<file path="src/rtl/rv32i_types_pkg.sv">
// Shared dispatch types: FU selector, CB tag type and the held-instruction record.
package rv32i_types_pkg;

   localparam int CB_ENTRIES = 16;
   localparam int CB_IDX_W   = $clog2(CB_ENTRIES);
   localparam int CB_NUM_FU  = 4;

   typedef logic [6:0] opcode_t;
   localparam opcode_t OP_BUBBLE = 7'h00;

   typedef enum logic [1:0] {
      FU_ARITH = 2'd0,
      FU_MUL   = 2'd1,
      FU_DIV   = 2'd2,
      FU_LS    = 2'd3
   } fu_sel_t;

   typedef logic [CB_IDX_W-1:0] cb_index_t;

   typedef struct packed {
      cb_index_t  index;
      fu_sel_t    fu;
      logic [4:0] rd;
      logic       wen;
   } dispatch_entry_t;

   typedef enum logic {
      ST_EMPTY = 1'b0,
      ST_HELD  = 1'b1
   } tag_state_t;

endpackage

</file>
<file path="src/rtl/cb_occupancy_counter.sv">
// Mirror of the CB entry count: up on allocate, down on retire, clear on flush.
// Saturates at 0 and MAX so a stray retire at empty cannot underflow.
module cb_occupancy_counter #(
   parameter int MAX   = 16,
   parameter int CNT_W = $clog2(MAX) + 1
) (
   input  logic             CLK,
   input  logic             RST,
   input  logic             up,
   input  logic             down,
   input  logic             clear,
   output logic [CNT_W-1:0] count,
   output logic             at_cap
);

   // Count register; simultaneous up and down cancel out.
   always_ff @(posedge CLK or posedge RST) begin
      if (RST)
         count <= '0;
      else if (clear)
         count <= '0;
      else if (up && !down && (count != CNT_W'(MAX)))
         count <= count + 1'b1;
      else if (down && !up && (count != '0))
         count <= count - 1'b1;
   end

   assign at_cap = (count == CNT_W'(MAX));

endmodule

</file>
<file path="src/rtl/cb_dispatch_tagger.sv">
// Completion-buffer dispatch tagger: accepts decoded instructions, allocates a CB
// entry, tags the instruction with the CB tail index and holds it in a single
// output register until the target FU accepts it.
// Optional: define CB_DISPATCH_STATS_EN for stall/dispatch counters.
module cb_dispatch_tagger
   import rv32i_types_pkg::*;
#(
   parameter int NUM_ENTRY = 16,
   parameter int NUM_FU    = 4,
   parameter int IDX_W     = $clog2(NUM_ENTRY)
) (
   input  logic              CLK,
   input  logic              RST,
   input  logic              dec_valid,
   output logic              dec_ready,
   input  logic [6:0]        dec_opcode,
   input  logic [1:0]        dec_fu,
   input  logic [4:0]        dec_rd,
   input  logic              dec_wen,
   output logic              alloc_ena,
   output logic [6:0]        alloc_opcode,
   input  logic [IDX_W-1:0]  cb_tail,
   input  logic              cb_full,
   input  logic              cb_commit,
   input  logic              flush,
   output logic [NUM_FU-1:0] iss_valid,
   input  logic [NUM_FU-1:0] iss_ready,
   output logic [IDX_W-1:0]  iss_index,
   output logic [4:0]        iss_rd,
   output logic              iss_wen,
`ifdef CB_DISPATCH_STATS_EN
   output logic [31:0]       stall_full_cnt,
   output logic [31:0]       dispatch_cnt,
`endif
   output logic [IDX_W:0]    occupancy
);

   tag_state_t      state_q, state_d;
   dispatch_entry_t held_q;
   logic            at_cap;
   logic            can_alloc;
   logic            bubble;
   logic            drain;
   logic            accept;

   assign can_alloc = ~cb_full & ~at_cap & ~flush;
   assign bubble    = (dec_opcode == OP_BUBBLE);

   // Ready/accept decode and EMPTY/HELD next state; flush overrides everything.
   always_comb begin
      state_d   = state_q;
      drain     = (state_q == ST_HELD) & iss_ready[held_q.fu];
      dec_ready = ~RST & ~flush & (bubble | (can_alloc & ((state_q == ST_EMPTY) | drain)));
      accept    = dec_valid & dec_ready & ~bubble;
      if (flush)
         state_d = ST_EMPTY;
      else if (accept)
         state_d = ST_HELD;
      else if (drain)
         state_d = ST_EMPTY;
   end

   // State register.
   always_ff @(posedge CLK or posedge RST) begin
      if (RST)
         state_q <= ST_EMPTY;
      else
         state_q <= state_d;
   end

   // Capture tag and destination of the accepted instruction; held stable otherwise.
   always_ff @(posedge CLK or posedge RST) begin
      if (RST)
         held_q <= '0;
      else if (accept)
         held_q <= '{index: cb_index_t'(cb_tail), fu: fu_sel_t'(dec_fu), rd: dec_rd, wen: dec_wen};
   end

   assign alloc_ena    = accept;
   assign alloc_opcode = dec_opcode;
   assign iss_valid    = (state_q == ST_HELD) ? (NUM_FU'(1) << held_q.fu) : '0;
   assign iss_index    = IDX_W'(held_q.index);
   assign iss_rd       = held_q.rd;
   assign iss_wen      = held_q.wen;

   cb_occupancy_counter #(
      .MAX   (NUM_ENTRY),
      .CNT_W (IDX_W + 1)
   ) u_occ (
      .CLK    (CLK),
      .RST    (RST),
      .up     (accept),
      .down   (cb_commit),
      .clear  (flush),
      .count  (occupancy),
      .at_cap (at_cap)
   );

`ifdef CB_DISPATCH_STATS_EN
   // Saturating statistics; only RST clears them, flush leaves them alone.
   always_ff @(posedge CLK or posedge RST) begin
      if (RST) begin
         stall_full_cnt <= '0;
         dispatch_cnt   <= '0;
      end else begin
         if (dec_valid && !can_alloc && !flush && (stall_full_cnt != 32'hFFFF_FFFF))
            stall_full_cnt <= stall_full_cnt + 32'd1;
         if (accept && (dispatch_cnt != 32'hFFFF_FFFF))
            dispatch_cnt <= dispatch_cnt + 32'd1;
      end
   end
`endif

endmodule

</file>
<file path="config.mk">
export PLATFORM = sky130hd
export DESIGN_NAME = cb_dispatch_tagger
export DESIGN_NICKNAME = d
export VERILOG_FILES = /design/src/rtl/rv32i_types_pkg.sv /design/src/rtl/cb_occupancy_counter.sv /design/src/rtl/cb_dispatch_tagger.sv
export SDC_FILE = /design/constraint.sdc
export NUM_CORES = 1
export LEC_CHECK = 0
export BUFFER_PORTS_ARGS = -buffer_cell sky130_fd_sc_hd__buf_2
export CAP_MARGIN = 20
export CORE_MARGIN = 1.5
export CORE_UTILIZATION = 49
export DETAILED_ROUTE_END_ITERATION = 10
export GPL_TIMING_DRIVEN = 0
export PLACE_DENSITY = 0.91
export SYNTH_ARGS = -nofsm -noshare
export SYNTH_HDL_FRONTEND = slang
export SYNTH_SLANG_ARGS = --single-unit
</file>
<file path="constraint.sdc">
create_clock -name CLK -period 9 [get_ports CLK]
set_input_delay 1.8 -clock CLK [delete_from_list [all_inputs] [get_ports CLK]]
set_output_delay 1.8 -clock CLK [all_outputs]
set_load 0.02 [all_outputs]
</file>
[Yosys cells after proc, flatten, opt, wreduce, memory -nomap -nowiden]
Index checks and enable logic that the tools add are counted.
Storage, ports and cells
  bits in registers: 18
  bits in latches: 0
  RAM bits: 0
  memory bits (read-only): 0
  input bits: 29
  output and inout bits: 28
  word-level logic and storage cells: 47
  memories: 0
Operators by class
  add/sub/neg operators: 2
  multipliers: 0
  divide/modulo/power cells: 0
  magnitude comparators: 1
  equal/unequal tests: 2
  shift operators: 1
  muxes and demuxes: 9
  bitwise operators: 16
  reduce and logical (&&, ||, !) cells: 10
Operators with widths (count)
  $mux W5: 3
  $and A1 B1 Y1: 8
  $logic_not A7 Y1: 1
  $not A1 Y1: 6
  $reduce_bool A3 Y1: 2
  $add A5 B1 Y5 const B: 1
  $eq A5 B5 Y1 const B: 1
  $ne A5 B5 Y1 const B: 1
  $reduce_bool A5 Y1: 1
  $sub A5 B1 Y5 const B: 1
  $logic_and A1 B1 Y1: 4
  $mux W1: 4
  $mux W4: 1
  $shl A1 B2 Y4 const A: 1
  $lt A2 B3 Y1 const B: 1
  $bmux W1 S2: 1
  $logic_not A1 Y1: 2
  $or A1 B1 Y1: 2

[Logic depth before layout (Yosys ltp)]
Gate-level depths: netlist of the first run.
  depth in word-level cells: 15
  gate-level depth with buffers: 11
  depth with buffers taken out: 10

[Cells and area by module]
A second synthesis of the first run with hierarchy kept.
Unflattened totals
  cell total of the unflattened synthesis: 102
  area, all modules: 1186.1 µm²
Modules (own cells, without submodules)
  cb_dispatch_tagger: instances 1, cells an instance 62, area an instance 769.5 µm², seq. area each 325.3 µm²
  cb_occupancy_counter: instances 1, cells an instance 40, area an instance 416.6 µm², seq. area each 125.1 µm²

[Worst setup path after synthesis of the first run]
No wires, ideal clock.
  path type: input to output
  start point: in dec_opcode[2]
  end point: out alloc_ena
  data arrival time: 2.839 ns
  data required time: 7.200 ns
  setup slack: 4.361 ns
  cell stages on the path: 5
  buffers on the path: 1
  cell sequence: nor4_1 a2111oi_2 nand3_4 buf_2 inv_1
Between the ends
  cells in the longest elaborated chain, start to end: 5
  elaborated cells between the ends (all ways): 6
  classes of those cells: bitwise: 5; reduce/logical: 1
Ends and longest elaborated chain
  start: declaration: RTL line cb_dispatch_tagger.sv:16  | input logic [6:0] dec_opcode,
  $logic_not A7 Y1 (*): RTL line cb_dispatch_tagger.sv:47  | assign bubble = (dec_opcode == OP_BUBBLE);
  $or A1 B1 Y1: RTL line cb_dispatch_tagger.sv:53  | dec_ready = ~RST & ~flush & (bubble | (can_alloc & ((state_q == ST_EMPTY) | drain)));
  $and A1 B1 Y1: RTL line cb_dispatch_tagger.sv:53
  $and A1 B1 Y1: RTL line cb_dispatch_tagger.sv:54  | accept = dec_valid & dec_ready & ~bubble;
  $and A1 B1 Y1 (*): RTL line cb_dispatch_tagger.sv:54
  end: declaration: RTL line cb_dispatch_tagger.sv:20  | output logic alloc_ena,
Mark *: on every way between the ends. The rest lies on a longest branch, timed or not.

[Worst setup path in the final report of the first run]
Ends and elaborated chain as after synthesis.

==> results.toml, run 1 <==
[floorplanning]
dieArea_um2 = 2700
ios = 57
num_rows = 17
die_x_um = 51.9
core_um2 = 2230
die_h_um = 51.9
initial_utilization_pct = 52.5

[worst_setup_path]
crit_type = "in2out"
arrival_ns = 3.23
cp_top_family = "simple AND/OR/NAND/NOR gates"
start_kind = "primary input"
cp_common_cell = "buf_2"
reg2reg_depth = 11
crit_buf_inv = 4
endpoint_kind = "primary output"
cp_cell_sequence = "buf_2, nor4_1, a2111oi_2, nand3_4, buf_2, inv_1, buf_2"
crit_path_start = "dec_opcode[2]"
r2r_slack_ns = 5.56
r2r-start = "u_occ.count[0]"
cp.depth = 7
crit_path_max_fanout = 10
worst_r2r_endpoint = "u_occ.count[4]"
critPathSlowestCell = "nor4_1"
critPathRequiredTime_ns = 7.20
slowest_delay_ns = 0.47
critPathCapture = "alloc_ena"

[placement]
portBuffers = 56
dpl.hpwl_mm = 2.09
routabilityCongestion = 0.787
post-place-ws_ns = 3.98

[layout]
syn2layout_area_growth_pct = 28.8
diodes = 0
fin_util_pct = 67.7
final_common_cell = "buf_2"
drive_above_1_share_pct = 59.9
finalNetCount = 198
layout_common_cells = "buf_2 (57), dfrtp_1 (18), buf_4 (16), mux2_2 (12), nor2b_1 (5)"

[min_path]
min_path_type = "reg2reg"
hold_path.startpoint = "iss_rd[4]"

[timing]
fin_crit_sh_pct = 55.9
skew_ns = 0.00178
slew_violations = 0
setup_ws_ns = 3.97
grt_setup_unrepaired = "false"
relSlewSlack_pct = 57.2
setup_viol = 0
hold_violations = 0
min_period_ns = 5.03
worst_pin_slew_ns = 0.642
fin_hold_ws_ns = 0.515
max_freq_mhz = 199
fin_setup_tns_ns = 0

[detailed_routing]
vias_per_cell = 5.23
vias = 993
drt-total-wl_mm = 2.54
first_pass_iters = 4
ant_nets = 0
initialDrtViolationCount = 14
avgRoutedWirePerCell_um = 13.4
remaining_drc_errors = 0

[grt]
grt_antenna_before_repair = 0
grt_start_max_net_pins = 19
track_usage_pct = 20.1
grt-ovfl-total = 0
grt_pass1_wl_mm = 3.91
grt_pass1_vias = 942

[clock_tree]
cts_max_level = 1
cts_buffers = 3
clock_latency_ns = 0.28
cts.path.max_buffers = 2
ctsResizeCount = 0
clock_sinks = 18
cts_setup_buffers = 0
tritoncts = "done"
clkSlewWorstSetupHoldPaths_ns = 0.09
postCtsHoldBufs = 0
ctsRootBufferMaster = "clkbuf_4"

[logic_synthesis]
avgSynthCellArea_um2 = 11.4
synth_area_um2 = 1170
ys_seq_elements = 18
synth_cell_type_count = 32
yosysSeqAreaShare_pct = 38.4
synthCells = 103
yosysWarnings = 0
syn_nets = 137

[run_status]
status = "finished clean"

[pwr]
p_leak_nw = 0.840
power_density_nw_per_um2 = 252
max-vdd-ir-drop_mv = 0.153

[job]
drv_cap = 0
==> how the worst min path moves through the flow <==
stage | to | slack [ns] | cells past startpoint
final | iss_rd[4] | 0.52 | 1
after global routing | iss_index[2] | 0.53 | 1
after CTS | iss_rd[4] | 0.52 | 1
after detailed placement | iss_rd[4] | 0.50 | 1
after global placement | iss_index[0] | 0.49 | 1
after floorplan | iss_index[2] | 0.48 | 1
==> Yosys cell counts <==
master      n  share of area, %
nor2b_1     5               2.7
or3_1       1              0.53
mux4_2      1               1.9
inv_1       3              0.96
buf_2       1              0.43
nand2b_1    2               1.1
a22oi_4     1               1.8
buf_4      16                10
o21ai_0     1              0.43
nor4_1      2               1.1
fa_1        1               1.7
ha_1        4               4.3
mux2_4      4               5.1
a21oi_1     4               1.7
and2b_1     2               1.3
nor3_1      2              0.85
a21o_1      1              0.64
or2_2       1              0.53
nand3_4     1               1.5
a22oi_1     1              0.64
mux2_2     12                12
and2_1      2               1.1
a2111oi_2   1               1.3
nand3_1     1              0.43
mux2i_1     3               2.6
dfrtp_1    18                38
xnor2_1     2               1.5
and3_1      2               1.1
or4_1       1              0.64
nand2_1     2              0.64
nor2_1      4               1.3
clkbuf_1    1              0.32
==> metrics by stage <==
step / total power [mW] / cells / cell area, um^2
finish: 0.381 / 190 / 1510
global route: 0.407 / 190 / 1510
CTS: 0.384 / 190 / 1510
detailed placement: 0.347 / 187 / 1490
global placement: 0.332 / 187 / 1490
floorplan: 0.288 / 103 / 1170
==> cells by family after synthesis <==
logic type	Yosys count	synth area share, %
multiplexers	20	21.1
adder cells (fa/ha/maj)	5	5.97
AND/OR/NAND/NOR	28	14.6
XOR/XNOR	2	1.49
buffers and inverters	21	11.9
flip-flops	18	38.4
AO/OA/AOI/OAI	9	6.50
==> worst register-to-register path: stages, from the launching register on <==
cell,delay [ns]
dfrtp_1,0.49
nor4_1,0.10
a21oi_1,0.31
nand3_4,0.21
buf_2,0.25
or2_2,0.36
fa_1,0.42
a21o_1,0.20
a21oi_1,0.31
nand2_1,0.08
mux4_2,0.46
nor2b_1,0.14
==> registers in the layout, indices dropped and copies added (netlist names) <==
name / count
u_occ.count: 5
state_q: 1
iss_index: 4
held_q: 2
iss_wen: 1
iss_rd: 5
==> power by group <==
| group | internal [mW] | leakage (nW) | total (mW) | switching [mW] |
|---|---|---|---|---|
| sequential | 0.110 | 0.224 | 0.137 | 0.0273 |
| clock | 0.0155 | 0.0138 | 0.0381 | 0.0226 |
| combinational | 0.108 | 0.602 | 0.206 | 0.0988 |
| total | 0.233 | 0.840 | 0.381 | 0.149 |
==> layout make-up <==
type,count,area [um^2]
Multi-Input combinational cell,64,583
Timing Repair Buffer,56,280
Inverter,3,11.3
Clock buffer,3,22.5
Buffer,18,129
Tap cell,28,35.0
Sequential cell,18,450
Fill cell,186,722
==> layer usage <==
metal | vias to the layer above | share of wire (%) | wire length (um) | track usage [%]
li1 | 461 | - | - | -
met1 | 490 | 39 | 990 | 21.9
met2 | 36 | 55 | 1390 | 37.3
met3 | 6 | 4.4 | 111 | 3.45
met4 | 0 | 1.8 | 46 | 9.21
met5 | - | 0 | 0 | 0
Note: power is estimated with default switching activity, not from simulation.
==> run 2, diff against run 1 <==
- CORE_UTILIZATION: 49 -> 41
- PLACE_DENSITY: 0.91 -> 0.82
- clock period: 9 -> 4.6 ns (I/O delays scaled with it)
==> run 2 against run 1 <==
Largest cell class unchanged. Register-to-register slack lost 4.3 ns. Sequential share of layout area shrank 0.34 points. Highest routed layer unchanged. Core utilization shrank 12 points. Wire length shrank 2.4%. Power grew 99%.
==> results.toml, run 2 (synthesis results as in run 1) <==
[floorplanning]
ios = 57
die_x_um = 56.5
dieArea_um2 = 3190
core_um2 = 2730
die_h_um = 56.5
initial_utilization_pct = 42.9
num_rows = 19

[detailed_routing]
drt-total-wl_mm = 2.48
vias_per_cell = 4.88
avgRoutedWirePerCell_um = 12.8
remaining_drc_errors = 0
initialDrtViolationCount = 5
vias = 947
ant_nets = 0
first_pass_iters = 2

[placement]
post-place-ws_ns = 0.532
dpl.hpwl_mm = 2.06
routabilityCongestion = 0.800
portBuffers = 56
place_area_um2 = 1490
place_inst = 190

[timing]
skew_ns = 0.00907
setup_viol = 0
fin_setup_tns_ns = 0
worst_pin_slew_ns = 0.681
max_freq_mhz = 268
relSlewSlack_pct = 54.5
slew_violations = 0
min_period_ns = 3.73
setup_ws_ns = 0.874
grt_setup_unrepaired = "false"
hold_violations = 0
fin_crit_sh_pct = 81.0
fin_hold_ws_ns = 0.520

[clock_tree]
ctsRootBufferMaster = "clkbuf_4"
cts_buffers = 3
clock_sinks = 18
cts_setup_buffers = 0
cts.path.max_buffers = 2
cts_max_level = 1
clkSlewWorstSetupHoldPaths_ns = 0.11
clock_latency_ns = 0.29
postCtsHoldBufs = 0
tritoncts = "done"
ctsResizeCount = 0

[worst_setup_path]
critPathCapture = "u_occ.count[4]"
crit_path_start = "dec_opcode[1]"
critPathSlowestCell = "a2111oi_2"
critPathRequiredTime_ns = 4.77
r2r_slack_ns = 1.24
endpoint_kind = "flip-flop"
crit_buf_inv = 2
r2r-start = "held_q[7]"
slowest_delay_ns = 0.47
crit_path_max_fanout = 10
start_kind = "primary input"
cp_cell_sequence = "buf_2, nor3_1, a2111oi_2, nand3_4, buf_2, or2_2, fa_1, a21o_1, a21oi_1, nand2_1, mux4_2, nor2b_1"
cp_top_family = "compound AO/OA/AOI/OAI gates"
reg2reg_depth = 11
worst_r2r_endpoint = "u_occ.count[4]"
cp.depth = 12
crit_type = "in2reg"
cp_common_cell = "buf_2"
arrival_ns = 3.90

[grt]
grt_pass1_wl_mm = 4.26
grt_pass1_vias = 987
grt_start_max_net_pins = 19
grt-ovfl-total = 0
grt_antenna_before_repair = 0
track_usage_pct = 17.3

[layout]
multi_input_area_um2 = 583
stdcell_count = 194
stdcell_area_um2 = 1530
final.fill_count = 240
regArea_um2 = 450
diodes = 0
drive_above_1_share_pct = 60.1
finalNetCount = 198
final_common_cell = "buf_2"
fin_util_pct = 55.9
layout_common_cells = "buf_2 (57), dfrtp_1 (18), buf_4 (16), mux2_2 (12), nor2b_1 (5)"
syn2layout_area_growth_pct = 30.3

[pwr]
seqPwrFrac_pct = 35.1
power_density_nw_per_um2 = 497
max-vdd-ir-drop_mv = 0.271
intPower_mw = 0.473
finalPower_mw = 0.760
p_leak_nw = 0.847
comb_power_share_pct = 52.1
net-switching-power_mw = 0.287
p_sw_share_pct = 37.8
p_clk_share_pct = 12.8

[run_status]
status = "finished clean"

[job]
drv_cap = 0

[min_path]
min_path_type = "reg2reg"
run 2: cell count changes in the layout (fill, tap and decap cells not counted), sizes merged:
cell and change:
clkbuf +1
run 2: layer usage:
metal | track usage (%) | part of all wire, % | vias up
met5 | 0 | 0 | -
met4 | 6.46 | 0.52 | 0
met3 | 3.00 | 4.2 | 2
met2 | 31.9 | 56 | 18
met1 | 19.5 | 39 | 461
li1 | - | - | 466
run 2: worst reg2reg max path: cells and delay by family, from the launching register on:
family | cells | cell delay (ns)
AND/OR/NAND/NOR | 4 | 0.75
buffers and inverters | 1 | 0.24
flip-flops | 1 | 0.46
adder cells (fa/ha/maj) | 1 | 0.43
multiplexers | 2 | 0.63
AO/OA/AOI/OAI | 3 | 0.72
run 2: worst min path at each step:
stage | startpoint | to | slack [ns] | cells past startpoint
after floorplan | iss_index[2] | iss_index[2] | 0.48 | 1
after global placement | iss_wen | iss_wen | 0.49 | 1
after detailed placement | iss_index[3] | iss_index[3] | 0.50 | 1
after CTS | iss_index[3] | iss_index[3] | 0.52 | 1
after global routing | iss_rd[2] | iss_rd[2] | 0.55 | 1
final | iss_index[3] | iss_index[3] | 0.52 | 1
run 2: final cells by class:
cell class              instances  share of cell area (%)
clock buffers                   4                    2.37
multi-input cells              64                    38.1
well taps                      31                    2.54
plain buffers                  18                    8.43
repair buffers                 56                    18.3
inverters                       3                   0.736
flip-flops and latches         18                    29.5
run 2: power groups by stage:
| stage | sequential (mW) | clock (mW) | combinational [mW] |
|---|---|---|---|
| 2_1_floorplan | 0.279 | 0 | 0.285 |
| 3_3_place_gp | 0.263 | 0 | 0.386 |
| 3_5_place_dp | 0.271 | 0 | 0.402 |
| 4_1_cts | 0.268 | 0.101 | 0.403 |
| 5_1_grt | 0.277 | 0.110 | 0.433 |
| 6_report | 0.267 | 0.0969 | 0.396 |
==> run 3, diff against run 2 <==
- ABC_AREA: default -> 1
- CORE_UTILIZATION: 41 -> 45
- PLACE_DENSITY: 0.82 -> 0.85
- clock period: 4.6 -> 3.8 ns (I/O delays scaled with it)
==> run 3 against run 2 <==
Register-to-register slack gained 0.18 ns. Via count rose by 16%. Synthesized cell count is 45% higher. Global-route usage shrank 0.13 points. Worst hold slack worse by 0.028 ns. Power rose by 14%. Sequential share of layout area barely moved. Count of clock-buffer cells in the layout did not move.
==> results.toml, run 3 <==
[pwr]
power_density_nw_per_um2 = 568
p_clk_share_pct = 13.4
p_leak_nw = 0.923
max-vdd-ir-drop_mv = 0.434
seqPwrFrac_pct = 35.5
comb_power_share_pct = 51.1
net-switching-power_mw = 0.371
intPower_mw = 0.498
p_sw_share_pct = 42.7

[timing]
fin_crit_sh_pct = 70.6
relSlewSlack_pct = 56.2
fin_setup_tns_ns = 0
hold_violations = 0
slew_violations = 0
min_period_ns = 2.68
skew_ns = 0.00231
fin_hold_ws_ns = 0.492
max_freq_mhz = 373
setup_viol = 0
grt_setup_unrepaired = "false"
worst_pin_slew_ns = 0.656

[min_path]
min_path_type = "reg2reg"

[logic_synthesis]
synthTopCellsByArea = "dfrtp_1 (38%), nand2_1 (18%), buf_4 (11%), ha_1 (4.3%), inv_1 (3.8%)"
yosysMostFrequentCell = "nand2_1"
synth_edf_count = 0
synth_area_um2 = 1180
synth_common_cells = "nand2_1 (57), dfrtp_1 (18), buf_4 (17), inv_1 (12)"
avgSynthCellArea_um2 = 7.89
ys.flop_type = "dfrtp_1"
ys_seq_elements = 18
yosysWarnings = 0
yosysSeqAreaShare_pct = 38.3
syn_nets = 183
yosysTopAreaCellShare_pct = 38.3
ys_async_sr_fraction_pct = 100
synth_cell_type_count = 22
synthCells = 149
synth_area_leader_cell = "dfrtp_1"

[layout]
drive_above_1_share_pct = 41.6
layout_common_cells = "nand2_1 (57), buf_2 (57), dfrtp_1 (18), buf_4 (17), inv_1 (12)"
diodes = 0
finalNetCount = 244
syn2layout_area_growth_pct = 30.1

[clock_tree]
cts_buffers = 3
clkSlewWorstSetupHoldPaths_ns = 0.10
clock_latency_ns = 0.29
cts.path.max_buffers = 2
cts_setup_buffers = 0
ctsResizeCount = 0
clock_sinks = 18
tritoncts = "done"
ctsRootBufferMaster = "clkbuf_4"
postCtsHoldBufs = 0
cts_max_level = 1

[floorplanning]
die_x_um = 54.1
num_rows = 18
initial_utilization_pct = 47.5
core_um2 = 2480
die_h_um = 54.1
dieArea_um2 = 2930
ios = 57

[worst_setup_path]
cp_top_family = "simple AND/OR/NAND/NOR gates"
critPathSlowestCell = "and2_1"
crit_type = "in2out"
crit_buf_inv = 4
arrival_ns = 1.92
critPathRequiredTime_ns = 3.04
start_kind = "primary input"
cp_cell_sequence = "buf_2, nor2_1, nand4_1, and2_1, nand3_4, inv_2, buf_4, buf_2"
crit_path_max_fanout = 10
slowest_delay_ns = 0.25
cp_common_cell = "buf_2"
endpoint_kind = "primary output"

[grt]
grt_pass1_wl_mm = 3.71
track_usage_pct = 17.1
grt_antenna_before_repair = 0
grt-ovfl-total = 0
grt_start_max_net_pins = 19
grt_pass1_vias = 904

[job]
drv_cap = 0

[detailed_routing]
drt-total-wl_mm = 2.38
remaining_drc_errors = 0
ant_nets = 0
vias = 1099
vias_per_cell = 4.60
initialDrtViolationCount = 20
first_pass_iters = 4
avgRoutedWirePerCell_um = 9.96

[placement]
routabilityCongestion = 0.765
dpl.hpwl_mm = 1.96
portBuffers = 56

[run_status]
status = "finished clean"
## run 3: cell types whose count changed after synthesis, moves of 3 or more
cell	change
mux2_4	-4
xor2_1	+3
nand2_1	+55
inv_1	+9
nand4_1	+6
mux2_2	-12
nor2b_1	-5
nand3_1	+3
mux2i_1	-3
## run 3: final timing paths
path | start | to | slack [ns] | cells past startpoint
worst max-delay path | dec_opcode[3] | alloc_ena | 1.12 | 8
max in group asynchronous | RST | iss_rd[1] | 2.83 | 2
worst min register to register | iss_index[1] | iss_index[1] | 0.49 | 2
worst max register to register | held_q[6] | u_occ.count[4] | 1.42 | 17
worst min-delay path | iss_index[1] | iss_index[1] | 0.49 | 2
min in group asynchronous | RST | iss_index[3] | 0.56 | 2
## run 3: cell type report
type	instances	area, um^2
plain buffers	18	133
flip-flops and latches	18	450
repair buffers	56	280
well taps	30	37.5
multi-input cells	99	541
fillers	240	947
inverters	14	52.6
clock buffers	4	36.3
## run 3: worst min-delay path, cell delays in order, from the launching register on
cell	delay (ns)
dfrtp_1	0.36
nand2_1	0.05
nand2_1	0.05
## run 3: kinds of logic after synthesis
family / after synthesis / share of synthesized area [%]
AO/OA/AOI/OAI: 7 / 3.94
XOR/XNOR: 3 / 2.23
adder cells (fa/ha/maj): 5 / 5.96
AND/OR/NAND/NOR: 84 / 33.8
buffers and inverters: 32 / 15.7
flip-flops: 18 / 38.3
## run 3: power groups by stage
| stage | registers [mW] | clock network (mW) | logic, mW |
|---|---|---|---|
| after CTS | 0.309 | 0.118 | 0.448 |
| after floorplan | 0.327 | 0 | 0.311 |
| after global routing | 0.317 | 0.129 | 0.501 |
| after detailed placement | 0.313 | 0 | 0.447 |
| final | 0.309 | 0.116 | 0.444 |
| after global placement | 0.311 | 0 | 0.434 |
## run 3: layer usage
metal  routed length, um  vias up  GRT usage [%]
li1                    -      577              -
met1                1050      487           22.3
met2                1180       33           28.3
met3                 127        2           4.17
met4                  19        0           4.58
met5                   0        -              0
## run 3: per-stage QoR
step	cells	cell area (um^2)	worst slack, ns	power [mW]	utilization (%)
global route	239	1530	1.00	0.947	61.8
floorplan	149	1180	1.30	0.638	-
global placement	235	1490	1.04	0.744	60.3
CTS	239	1530	1.10	0.876	61.8
finish	239	1530	1.12	0.869	61.8
detailed placement	235	1490	0.972	0.760	60.3
